--- src/rtl/conv_pkg.sv ---
// Shared convolution constants and helpers used by the conv engine and the
// feature-map collector.
package conv_pkg;

    localparam int IN_W     = 8;
    localparam int KERNEL_W = 8;
    localparam int KERNEL_K = 3;

    localparam int OUT_W = 20;
    localparam int PIX_W = 8;
    localparam int SHIFT = 4;
    localparam int MAP_H = 5;
    localparam int MAP_W = 5;

    // Linear raster index of a map element (row-major, x fastest).
    function automatic int map_idx(input int row, input int col, input int width = MAP_W);
        return row * width + col;
    endfunction

endpackage

--- src/rtl/fmap_quant.sv ---
// Requantizes one signed conv result to pixel width: arithmetic shift,
// optional ReLU, then saturation to the signed pixel range.
module fmap_quant #(
    parameter int OUT_W = 20,
    parameter int PIX_W = 8,
    parameter int SHIFT = 4
) (
    input  logic signed [OUT_W-1:0] in_data,
    input  logic                    relu_en,
    output logic signed [PIX_W-1:0] pix
);

    localparam logic signed [OUT_W-1:0] PIX_MAX = OUT_W'((1 <<< (PIX_W - 1)) - 1);
    localparam logic signed [OUT_W-1:0] PIX_MIN = OUT_W'(-(1 <<< (PIX_W - 1)));

    function automatic logic signed [PIX_W-1:0] saturate(input logic signed [OUT_W-1:0] v);
        logic signed [OUT_W-1:0] c;
        if (v > PIX_MAX)
            c = PIX_MAX;
        else if (v < PIX_MIN)
            c = PIX_MIN;
        else
            c = v;
        return c[PIX_W-1:0];
    endfunction

    logic signed [OUT_W-1:0] shifted;
    logic signed [OUT_W-1:0] rectified;

    always_comb begin
        shifted   = in_data >>> SHIFT;
        rectified = (relu_en && shifted < 0) ? '0 : shifted;
        pix       = saturate(rectified);
    end

endmodule

--- src/rtl/fmap_collector.sv ---
// Collects requantized conv results into MAP_H x MAP_W feature maps using two
// ping-pong banks so the conv engine keeps streaming while a map is held.
module fmap_collector
    import conv_pkg::*;
#(
    parameter int OUT_W = conv_pkg::OUT_W,
    parameter int PIX_W = conv_pkg::PIX_W,
    parameter int SHIFT = conv_pkg::SHIFT,
    parameter int MAP_H = conv_pkg::MAP_H,
    parameter int MAP_W = conv_pkg::MAP_W
) (
    input  logic                           clk,
    input  logic                           rst_n,
    input  logic                           in_valid,
    output logic                           in_ready,
    input  logic signed [OUT_W-1:0]        in_data,
    input  logic                           relu_en,
    output logic                           map_valid,
    input  logic                           map_ready,
    output logic [MAP_H*MAP_W*PIX_W-1:0]   map_data,
    output logic [$clog2(MAP_W)-1:0]       col,
    output logic [$clog2(MAP_H)-1:0]       row
);

    localparam int MAP_BITS = MAP_H * MAP_W * PIX_W;
    localparam int CW       = $clog2(MAP_W);
    localparam int RW       = $clog2(MAP_H);
    localparam logic [CW-1:0] COL_LAST = CW'(MAP_W - 1);
    localparam logic [RW-1:0] ROW_LAST = RW'(MAP_H - 1);

    logic [MAP_BITS-1:0]     bank [2];
    logic [1:0]              full;
    logic                    wb;
    logic                    rb;
    logic signed [PIX_W-1:0] pix;
    logic                    in_fire;
    logic                    out_fire;
    logic                    last_elem;

    fmap_quant #(
        .OUT_W (OUT_W),
        .PIX_W (PIX_W),
        .SHIFT (SHIFT)
    ) u_quant (
        .in_data (in_data),
        .relu_en (relu_en),
        .pix     (pix)
    );

    // Handshake outputs come straight from registered flags, never from map_ready.
    assign in_ready  = !full[wb];
    assign map_valid = full[rb];
    assign map_data  = bank[rb];

    assign in_fire   = in_valid && in_ready;
    assign out_fire  = map_valid && map_ready;
    assign last_elem = (row == ROW_LAST) && (col == COL_LAST);

    always_ff @(posedge clk) begin
        if (!rst_n) begin
            row     <= '0;
            col     <= '0;
            wb      <= 1'b0;
            rb      <= 1'b0;
            full    <= '0;
            bank[0] <= '0;
            bank[1] <= '0;
        end else begin
            // A fire on each side always targets different banks, so both
            // flag updates below can land in the same cycle.
            if (out_fire) begin
                full[rb] <= 1'b0;
                rb       <= !rb;
            end
            if (in_fire) begin
                bank[wb][map_idx(int'(row), int'(col), MAP_W) * PIX_W +: PIX_W] <= pix;
                if (col == COL_LAST) begin
                    col <= '0;
                    row <= (row == ROW_LAST) ? '0 : row + RW'(1);
                end else begin
                    col <= col + CW'(1);
                end
                if (last_elem) begin
                    full[wb] <= 1'b1;
                    wb       <= !wb;
                end
            end
        end
    end

endmodule

--- config.mk ---
export PLATFORM = sky130hd
export DESIGN_NAME = fmap_collector
export DESIGN_NICKNAME = d
export VERILOG_FILES = /design/src/rtl/conv_pkg.sv /design/src/rtl/fmap_quant.sv /design/src/rtl/fmap_collector.sv
export SDC_FILE = /design/constraint.sdc
export NUM_CORES = 1
export LEC_CHECK = 0
export ABC_AREA = 1
export BUFFER_PORTS_ARGS = -buffer_cell sky130_fd_sc_hd__buf_2
export CAP_MARGIN = 15
export CORE_ASPECT_RATIO = 1.1
export CORE_MARGIN = 1
export CORE_UTILIZATION = 35
export CTS_BUF_LIST = sky130_fd_sc_hd__clkbuf_2
export DETAILED_ROUTE_END_ITERATION = 16
export GPL_TIMING_DRIVEN = 0
export SYNTH_ARGS = -nofsm -noshare
export SYNTH_HDL_FRONTEND = slang
export SYNTH_SLANG_ARGS = --single-unit
--- constraint.sdc ---
create_clock -name clk -period 5 [get_ports clk]
set_input_delay 0.25 -clock clk [delete_from_list [all_inputs] [get_ports clk]]
set_output_delay 0.25 -clock clk [all_outputs]
set_load 0.02 [all_outputs]
### Yosys cells after proc, flatten, opt, wreduce, memory -nomap -nowiden

Memory sizes are Yosys's and may differ from the RTL's. A register that Yosys moved wholly into a read port is not among the register bits.
Index checks and enable logic that the tools add are counted.

| word-level totals | value |
|---|---|
| flip-flop bits (word level) | 10 |
| bits in writable memories | 400 |
| bits of input ports | 25 |
| output and inout port bits | 208 |
| word-level logic and storage cells | 63 |
| memories | 1 |

Memories:

| memory | depth | width | rd ports | clocked after Yosys merged registers in | wr ports | RTL line | text |
|---|---|---|---|---|---|---|---|
| bank | 2 | 200 | 1 | 1 | 2 | fmap_collector.sv:31 | `logic [MAP_BITS-1:0] bank [2];` |

| operators by class | value |
|---|---|
| add/sub/neg operators | 4 |
| $mul | 1 |
| magnitude comparators | 7 |
| equal/unequal tests | 2 |
| shift-type cells | 2 |
| mux-type cells | 26 |
| bitwise logic cells | 3 |
| reductions and logical operators | 12 |

Operators with widths:

| cell | number |
|---|---|
| two-way mux 200 bit | 3 |
| OR reduction 200 bit | 1 |
| variable shift 8 x 33 -> 200 bit (first input constant) | 1 |
| variable part select 8 x 33 -> 200 bit | 1 |
| negator 10 -> 33 bit | 1 |
| greater-than comparator 20 x 8 -> 1 bit (second input constant) | 1 |
| < comparator 20 x 8 -> 1 bit (second input constant) | 1 |
| two-way mux 20 bit | 1 |
| < comparator 16 x 1 -> 1 bit (second input constant) | 1 |
| two-way mux 8 bit | 2 |
| two-way mux 1 bit | 12 |
| two-way mux 2 bit | 4 |
| adder 6 x 3 -> 7 bit | 1 |
| adder 3 x 1 -> 3 bit (second input constant) | 2 |
| equality test 3 bit (second input constant) | 2 |
| logical AND 1 bit | 6 |
| multiplier 3 x 3 -> 6 bit (second input constant) | 1 |
| two-way mux 3 bit | 2 |
| < comparator 1 x 2 -> 1 bit (second input constant) | 2 |
| AND reduction 2 bit | 2 |
| logical NOT 1 bit | 3 |
| AND 2 bit | 1 |
| demux 1 bit (select 1 bit) | 2 |
| >= comparator 1 bit (second input constant) | 2 |
| other kinds (2) | 2 |

### Depth between registers and ports, before layout

Gate-level depths: netlist of run 1.

| logic depth | value |
|---|---|
| depth after elaboration | 11 |
| gate-level depth with buffers | 18 |
| mapped depth without buffers | 18 |

### By module

From an unflattened synthesis of run 1, not the netlist that was laid out.

| unflattened totals | value |
|---|---|
| cells, all modules | 1,728 |
| area, all modules | 19,824.0 um^2 |

Modules (own cells, without submodules):

| module | instances | cells each | area each (um^2) |
|---|---|---|---|
| fmap_collector | 1 | 1,682 | 19,638.8 |
| fmap_quant | 1 | 46 | 185.2 |

### Worst setup path after synthesis of run 1

No wires, ideal clock.

| timing path | value |
|---|---|
| path kind | flip-flop to flip-flop |
| start point | reg row[2] |
| end point | mem bank[1][40] in the netlist's numbering (enable) |
| library setup time | 0.329 ns |
| data arrival time | 3.339 ns |
| slack | 1.332 ns |
| stages on the path, launching flop included | 17 |
| path buffers | 0 |
| period minus slack after synthesis | 3.668 ns |
| cells stage by stage | dfxtp_1 -> ha_1 -> ha_1 -> inv_1 -> fa_1 -> xnor2_2 -> nor2_1 -> nand2_1 -> inv_1 -> ha_1 -> inv_1 -> nand4_1 -> nor2_1 -> nand2_1 -> nor2_1 -> nand2_2 -> nand2_1 |

RTL lines:

| what | RTL line | text |
|---|---|---|
| start: declaration | fmap_collector.sv:22 | `output logic [$clog2(MAP_H)-1:0] row` |
| start signal: assignment | fmap_collector.sv:79 | `row <= (row == ROW_LAST) ? '0 : row + RW'(1);` |
| end: declaration | fmap_collector.sv:31 |  |

==> results.tsv, run 1 <==
stage	metric	value	unit
layout	commonest non-fill, non-tap cell in the layout	nor2_1	
routing	# DRC	0	
global_routing	largest net degree at the start of global routing	14	
synth	synthesis-stage register bit count	411	
setup_path	crit-path max FO	10	
routing	drt first pass iters	6	
timing	maximum clock frequency	228	MHz
timing	post-route minimum period	4380	ps
timing	worst relative slew slack	16.8	%
floorplanning	die width	226	µm
floorplanning	Starting Density	35.7	%
floorplanning	Die Ht	248	µm
clock_tree	clk sinks	411	
timing	final cycle utilization of the critical path	87.6	%
synth	Seq/Total Area, Yosys	63.3	%
timing	Slew @ Worst Pin	1250	ps
setup_path	arrival time worst endpoint	5110	ps
clock_tree	Longest Clk Path Bufs	3	
routing	post-DR wirelength/cell	24.3	µm
clock_tree	Inserted Clock Buffers	106	
synth	Post-Syn Area	19300	µm²
clock_tree	clock slew at reported path FFs	120	ps
placed_design	gpl congestion	0.956	
layout	layout cells sized above 1	32.1	%
placed_design	PortBufs	227	
global_routing	first-pass GRT wire length	95.6	mm
routing	final WL	68.6	mm
floorplanning	die area	56100	µm²
layout	Multi-input gate area	6530	µm²
synth	post-synth cell types	33	
clock_tree	setup repair bufs after CTS	0	
placed_design	Setup WS pre-CTS	748	ps
clock_tree	Clock Latency Late Sink	1090	ps
layout	design area	22600	µm²
global_routing	vias in the first global route	14500	
layout	Finished Core Util	41.7	%
placed_design	post-DP HPWL	50.0	mm
timing	final hold vios	0	
status	status	finished, final reports clean	
layout	nets	2061	
layout	Fillers	5337	
routing	DR vias	15100	
timing	RSZ-0062 raised after global routing	false	
synth	Mapped Avg Cell Area	11.6	µm²
timing	Final WS setup	619	ps
clock_tree	Root Buffer	clkbuf_2	
global_routing	initial antenna violation count	3	
setup_path	Crit Path Category	reg -> reg	
timing	max-slew violations	0	
synth	synth warn	0	
timing	setup TNS	0	ps
routing	Starting DRT DRC Count	1728	
routing	ANT nets after route	0	
floorplanning	number of cell rows	89	
setup_path	worst endpoint required time	5720	ps
power_and_ir_drop	Leak	0.00821	µW
floorplanning	core area	54100	µm²
setup_path	CP startpoint kind	register	
worst_hold_path	Hold Crit Class	in -> reg	
synth	syn nets	1703	
flow_run	max-cap violations	0	
timing	setup violators final	0	
floorplanning	Top Ports	233	
power_and_ir_drop	PwrDens	313	nW/µm²
layout	highest-count cells in the layout ignoring fill and taps	nor2_1, edfxtp_1, buf_2	
timing	Hold WS	131	ps
synth	Cells after Synth	1662	
routing	vias per cell	5.36	
global_routing	grt ovf	0	
clock_tree	H-tree levels	3	
layout	register area	12200	µm²
global_routing	Global Route Usage Sum	24.3	%
power_and_ir_drop	VDD IR max	116	µV
timing	Final Skew	46.5	ps
layout	Area Growth Syn to Fin	16.8	%
clock_tree	cts hold-fix bufs	14	
clock_tree	CTS tree	done	
setup_path	element type at the critical path end	register	
placed_design	placed cell areas	21500	µm²
clock_tree	# resized after CTS	0	
==> metal layers <==
layer	vias to the layer above	part of all wire [%]	global-route usage, %
met3	140	8.9	4.65
met1	7506	38	30.3
met5	-	0.032	0
li1	6632	-	-
met2	843	49	40.7
met4	4	3.6	11.1
==> state kept, by name, indices dropped and copies added, names as in the netlist, named ones only <==
register	count
bank	400
col	3
row	3
full	2
rb	1
wb	1
==> cell usage after synthesis <==
library cell  number  area share (%)
a21oi_1            9            0.23
nor3b_1            1           0.039
o21ai_1            1           0.026
inv_1             48            0.93
dfxtp_1           11             1.1
inv_2              6            0.12
or2_2              4            0.13
nor3_2             1           0.052
nand2_2            9            0.29
mux2_2           200              12
buf_4              1           0.039
o21bai_1           1           0.039
xnor2_2            1           0.084
or2_1              1           0.032
nand3_1          138             3.6
clkinv_1           2           0.039
nand2_1          145             2.8
ha_1              15            0.97
nor3_1            11            0.29
buf_2             16            0.41
nor2_4             1           0.058
clkbuf_1          49            0.95
edfxtp_1         400              62
nand3_4           10            0.91
nor2_1           468             9.1
nand4_1           55             1.8
xor2_1             4            0.18
buf_1             16            0.31
o21ai_0            9            0.23
fa_1               1            0.10
nor2_2            10            0.32
buf_6              1           0.058
nand3_2           17            0.88
==> power by group <==
group	internal (µW)	leakage, µW	switching (µW)
Sequential	3870	0.00422	28.9
Clock	857	0.000705	1390
Combinational	185	0.00328	727
==> final cells by class <==
class | count | share of cell area [%]
multi-input combinational | 1112 | 28.9
clock inverter | 31 | 0.665
timing repair buffer | 250 | 6.35
antenna | 1 | 0.0111
inverter | 56 | 0.932
clock buffer | 151 | 3.35
tap | 728 | 4.04
buffer | 83 | 1.52
sequential | 411 | 54.2
==> cells by family after synthesis <==
| logic type | Yosys count | synth area share [%] |
|---|---|---|
| simple gates | 871 | 20.3 |
| flops | 411 | 63.3 |
| mux | 200 | 11.7 |
| buf+inv | 139 | 2.86 |
| compound gates | 20 | 0.531 |
| fa+ha+maj | 16 | 1.08 |
| xor+xnor | 5 | 0.266 |
==> critical path, cell delays in order, from the launching register on <==
cell,delay [ps]
dfxtp_1,460
ha_1,280
ha_1,310
inv_1,60
fa_1,640
xor2_1,550
inv_2,240
nor2_2,330
nand2_1,120
nor2_1,290
nand2_1,310
nand2_1,430
==> stage by stage <==
stage	power, µW	std cells
after floorplan	4500	1662
after global placement	4850	2617
after detailed placement	4860	2623
after CTS	7070	2819
after global routing	7320	2823
final	7070	2823
==> worst paths after layout <==
| path | startpoint | end | slack (ps) | depth (start not counted) |
|---|---|---|---|---|
| max | row[2] | bank[1][30] | 620 | 11 |
| min | map_ready | full[1] | 130 | 5 |
| max reg2reg | row[2] | bank[1][30] | 620 | 11 |
| min reg2reg | full[0] | full[0] | 520 | 2 |
(Power assumes the default switching activity.)
==> run 2: changes to the inputs <==
--- a/config.mk
+++ b/config.mk
@@ -14,6 +14,7 @@
 export CTS_BUF_LIST = sky130_fd_sc_hd__clkbuf_2
 export DETAILED_ROUTE_END_ITERATION = 16
 export GPL_TIMING_DRIVEN = 0
+export REMOVE_ABC_BUFFERS = 1
 export SYNTH_ARGS = -nofsm -noshare
 export SYNTH_HDL_FRONTEND = slang
 export SYNTH_SLANG_ARGS = --single-unit
==> run 2 against run 1 <==
Compared with the run above: final cell count shrank 2.6%; via count shrank 7.6%; routed wire length fell by 19%; critical endpoint is now bank[0][104]; largest power group unchanged; highest routed layer is now met4.
==> results.tsv, run 2 (same netlist as run 1, synthesis figures left out) <==
stage	metric	value	unit
status	status	finished, final reports clean	
global_routing	vias in the first global route	13900	
routing	Starting DRT DRC Count	970	
setup_path	element type at the critical path end	register	
clock_tree	Root Buffer	clkbuf_2	
clock_tree	Inserted Clock Buffers	106	
layout	layout cells sized above 1	34.1	%
power_and_ir_drop	VDD IR max	155	µV
timing	Final WS setup	327	ps
layout	Largest Register	bank	
global_routing	Global Route Usage Sum	19.6	%
routing	vias per cell	5.08	
routing	# DRC	0	
setup_path	crit-path max FO	17	
setup_path	max incr delay on CP	530	ps
power_and_ir_drop	Tot Pwr	7070	µW
clock_tree	H-tree levels	3	
layout	commonest non-fill, non-tap cell in the layout	nor2_1	
layout	highest-count cells in the layout ignoring fill and taps	nor2_1, edfxtp_1, buf_2	
setup_path	CP startpoint kind	register	
floorplanning	Top Ports	233	
clock_tree	Longest Clk Path Bufs	3	
timing	worst relative slew slack	27.0	%
timing	max-slew violations	0	
global_routing	largest net degree at the start of global routing	65	
layout	biggest regs	bank (400), col (3), row (3)	
power_and_ir_drop	Leak	0.00821	µW
setup_path	Crit Path Category	reg -> reg	
setup_path	worst endpoint required time	5760	ps
routing	final WL	55.7	mm
floorplanning	die width	226	µm
layout	Area Growth Syn to Fin	17.4	%
worst_hold_path	Hold Crit Class	in -> reg	
global_routing	initial antenna violation count	1	
flow_run	max-cap violations	0	
timing	Slew @ Worst Pin	1090	ps
floorplanning	Starting Density	35.7	%
global_routing	first-pass GRT wire length	81.4	mm
timing	post-route minimum period	4670	ps
setup_path	CP max-delay cell	fa_1	
setup_path	arrival time worst endpoint	5440	ps
placed_design	PortBufs	228	
timing	setup violators final	0	
timing	final hold vios	0	
clock_tree	CTS tree	done	
layout	nets	2001	
timing	maximum clock frequency	214	MHz
timing	RSZ-0062 raised after global routing	false	
placed_design	Setup WS pre-CTS	-712	ps
floorplanning	Die Ht	248	µm
floorplanning	number of cell rows	89	
timing	final cycle utilization of the critical path	93.5	%
timing	setup TNS	0	ps
routing	ANT nets after route	0	
placed_design	post-DP HPWL	37.4	mm
layout	number of flip-flops in the largest register	400	
layout	Finished Core Util	41.9	%
power_and_ir_drop	PwrDens	312	nW/µm²
floorplanning	core area	54100	µm²
floorplanning	die area	56100	µm²
placed_design	gpl congestion	0.849	
layout	Fillers	5229	
routing	DR vias	14000	
setup_path	worst path cell trace	ha_1, ha_1, inv_1, fa_1, xnor2_4, nor2_1, nand2_1, inv_1, ha_1, inv_1, nor2_4, buf_12, buf_16, nand2_2, nor2_4, buf_4, nand3_4, nand2_1	
clock_tree	clock slew at reported path FFs	100	ps
global_routing	grt ovf	0	
timing	Final Skew	76.0	ps
clock_tree	clk sinks	411	
routing	post-DR wirelength/cell	20.3	µm
clock_tree	Clock Latency Late Sink	1110	ps
routing	drt first pass iters	5	
run 2: cell types whose count changed in the layout (fill, tap and decap cells not counted), moves of 6 or more:
cell           previous run  this run
clkbuf_1                 49         0
buf_2                   243       228
dlygate4sd3_1            14        21
nand2_1                 145       134
buf_16                    2         8
clkinv_1                 25        10
buf_8                     6         0
nand2_2                   9        20
buf_12                    0        10
buf_1                    16         0
run 2: report_power, final:
group,leakage (µW),switching (µW),total [µW],internal [µW]
combinational,0.00331,714,968,254
sequential,0.00422,28.5,3900,3870
clock,0.000684,1350,2200,851
run 2: cell type report:
type                            count  area (µm²)  share of cell area [%]
Tap cell                          728         911                    4.02
Multi-Input combinational cell   1113        6640                    29.3
Inverter                           56         211                   0.932
Clock buffer                      152         761                    3.35
Clock inverter                     18         108                   0.474
Antenna cell                        1        2.50                  0.0110
Sequential cell                   411       12200                    54.0
Timing Repair Buffer              272        1810                    7.98
run 2: per-stage QoR:
step / std cells / instance area, µm² / hold WS (ps)
after floorplan: 1579 / 19000 / 388
after global placement: 2535 / 21000 / 464
after detailed placement: 2551 / 21500 / 482
after CTS: 2749 / 22600 / 57.8
after global routing: 2751 / 22700 / 212
final: 2751 / 22700 / 232
run 2: repair_timing:
item / 4_1_cts / 5_1_grt
setup buffers: 7 / 0
endpoints found under the hold margin: 257 / 0
gates resized for setup: 0 / 13
gates cloned: 0 / 1
hold buffers: 21 / 0
pin swaps: 3 / 1
setup endpoints to repair: 419 / 155
run 2: per-layer routing:
| layer | GRT usage [%] | vias up | share of wire (%) |
|---|---|---|---|
| met5 | 0 | - | 0 |
| met4 | 9.26 | 0 | 3.4 |
| met3 | 4.46 | 106 | 6.9 |
| met2 | 32.3 | 533 | 49 |
| met1 | 24.5 | 6804 | 40 |
| li1 | - | 6538 | - |
run 2: worst paths after layout:
check	startpoint	endpoint	slack [ps]	cells after the start
worst min-delay path	in_data[11]	bank[1][6]	230	9
worst min register to register	full[1]	full[1]	500	2
worst max-delay path	row[2]	bank[0][104]	330	18
worst max register to register	row[2]	bank[0][104]	330	18
run 2: critical path, delay by kind of cell, from the launching register on:
kind	cells	cell delay, ps
xor gates and xnor gates	1	380
adders and majority gates	4	1390
buffers and inverters	6	770
DFF	1	470
and+or+nand+nor	7	1270
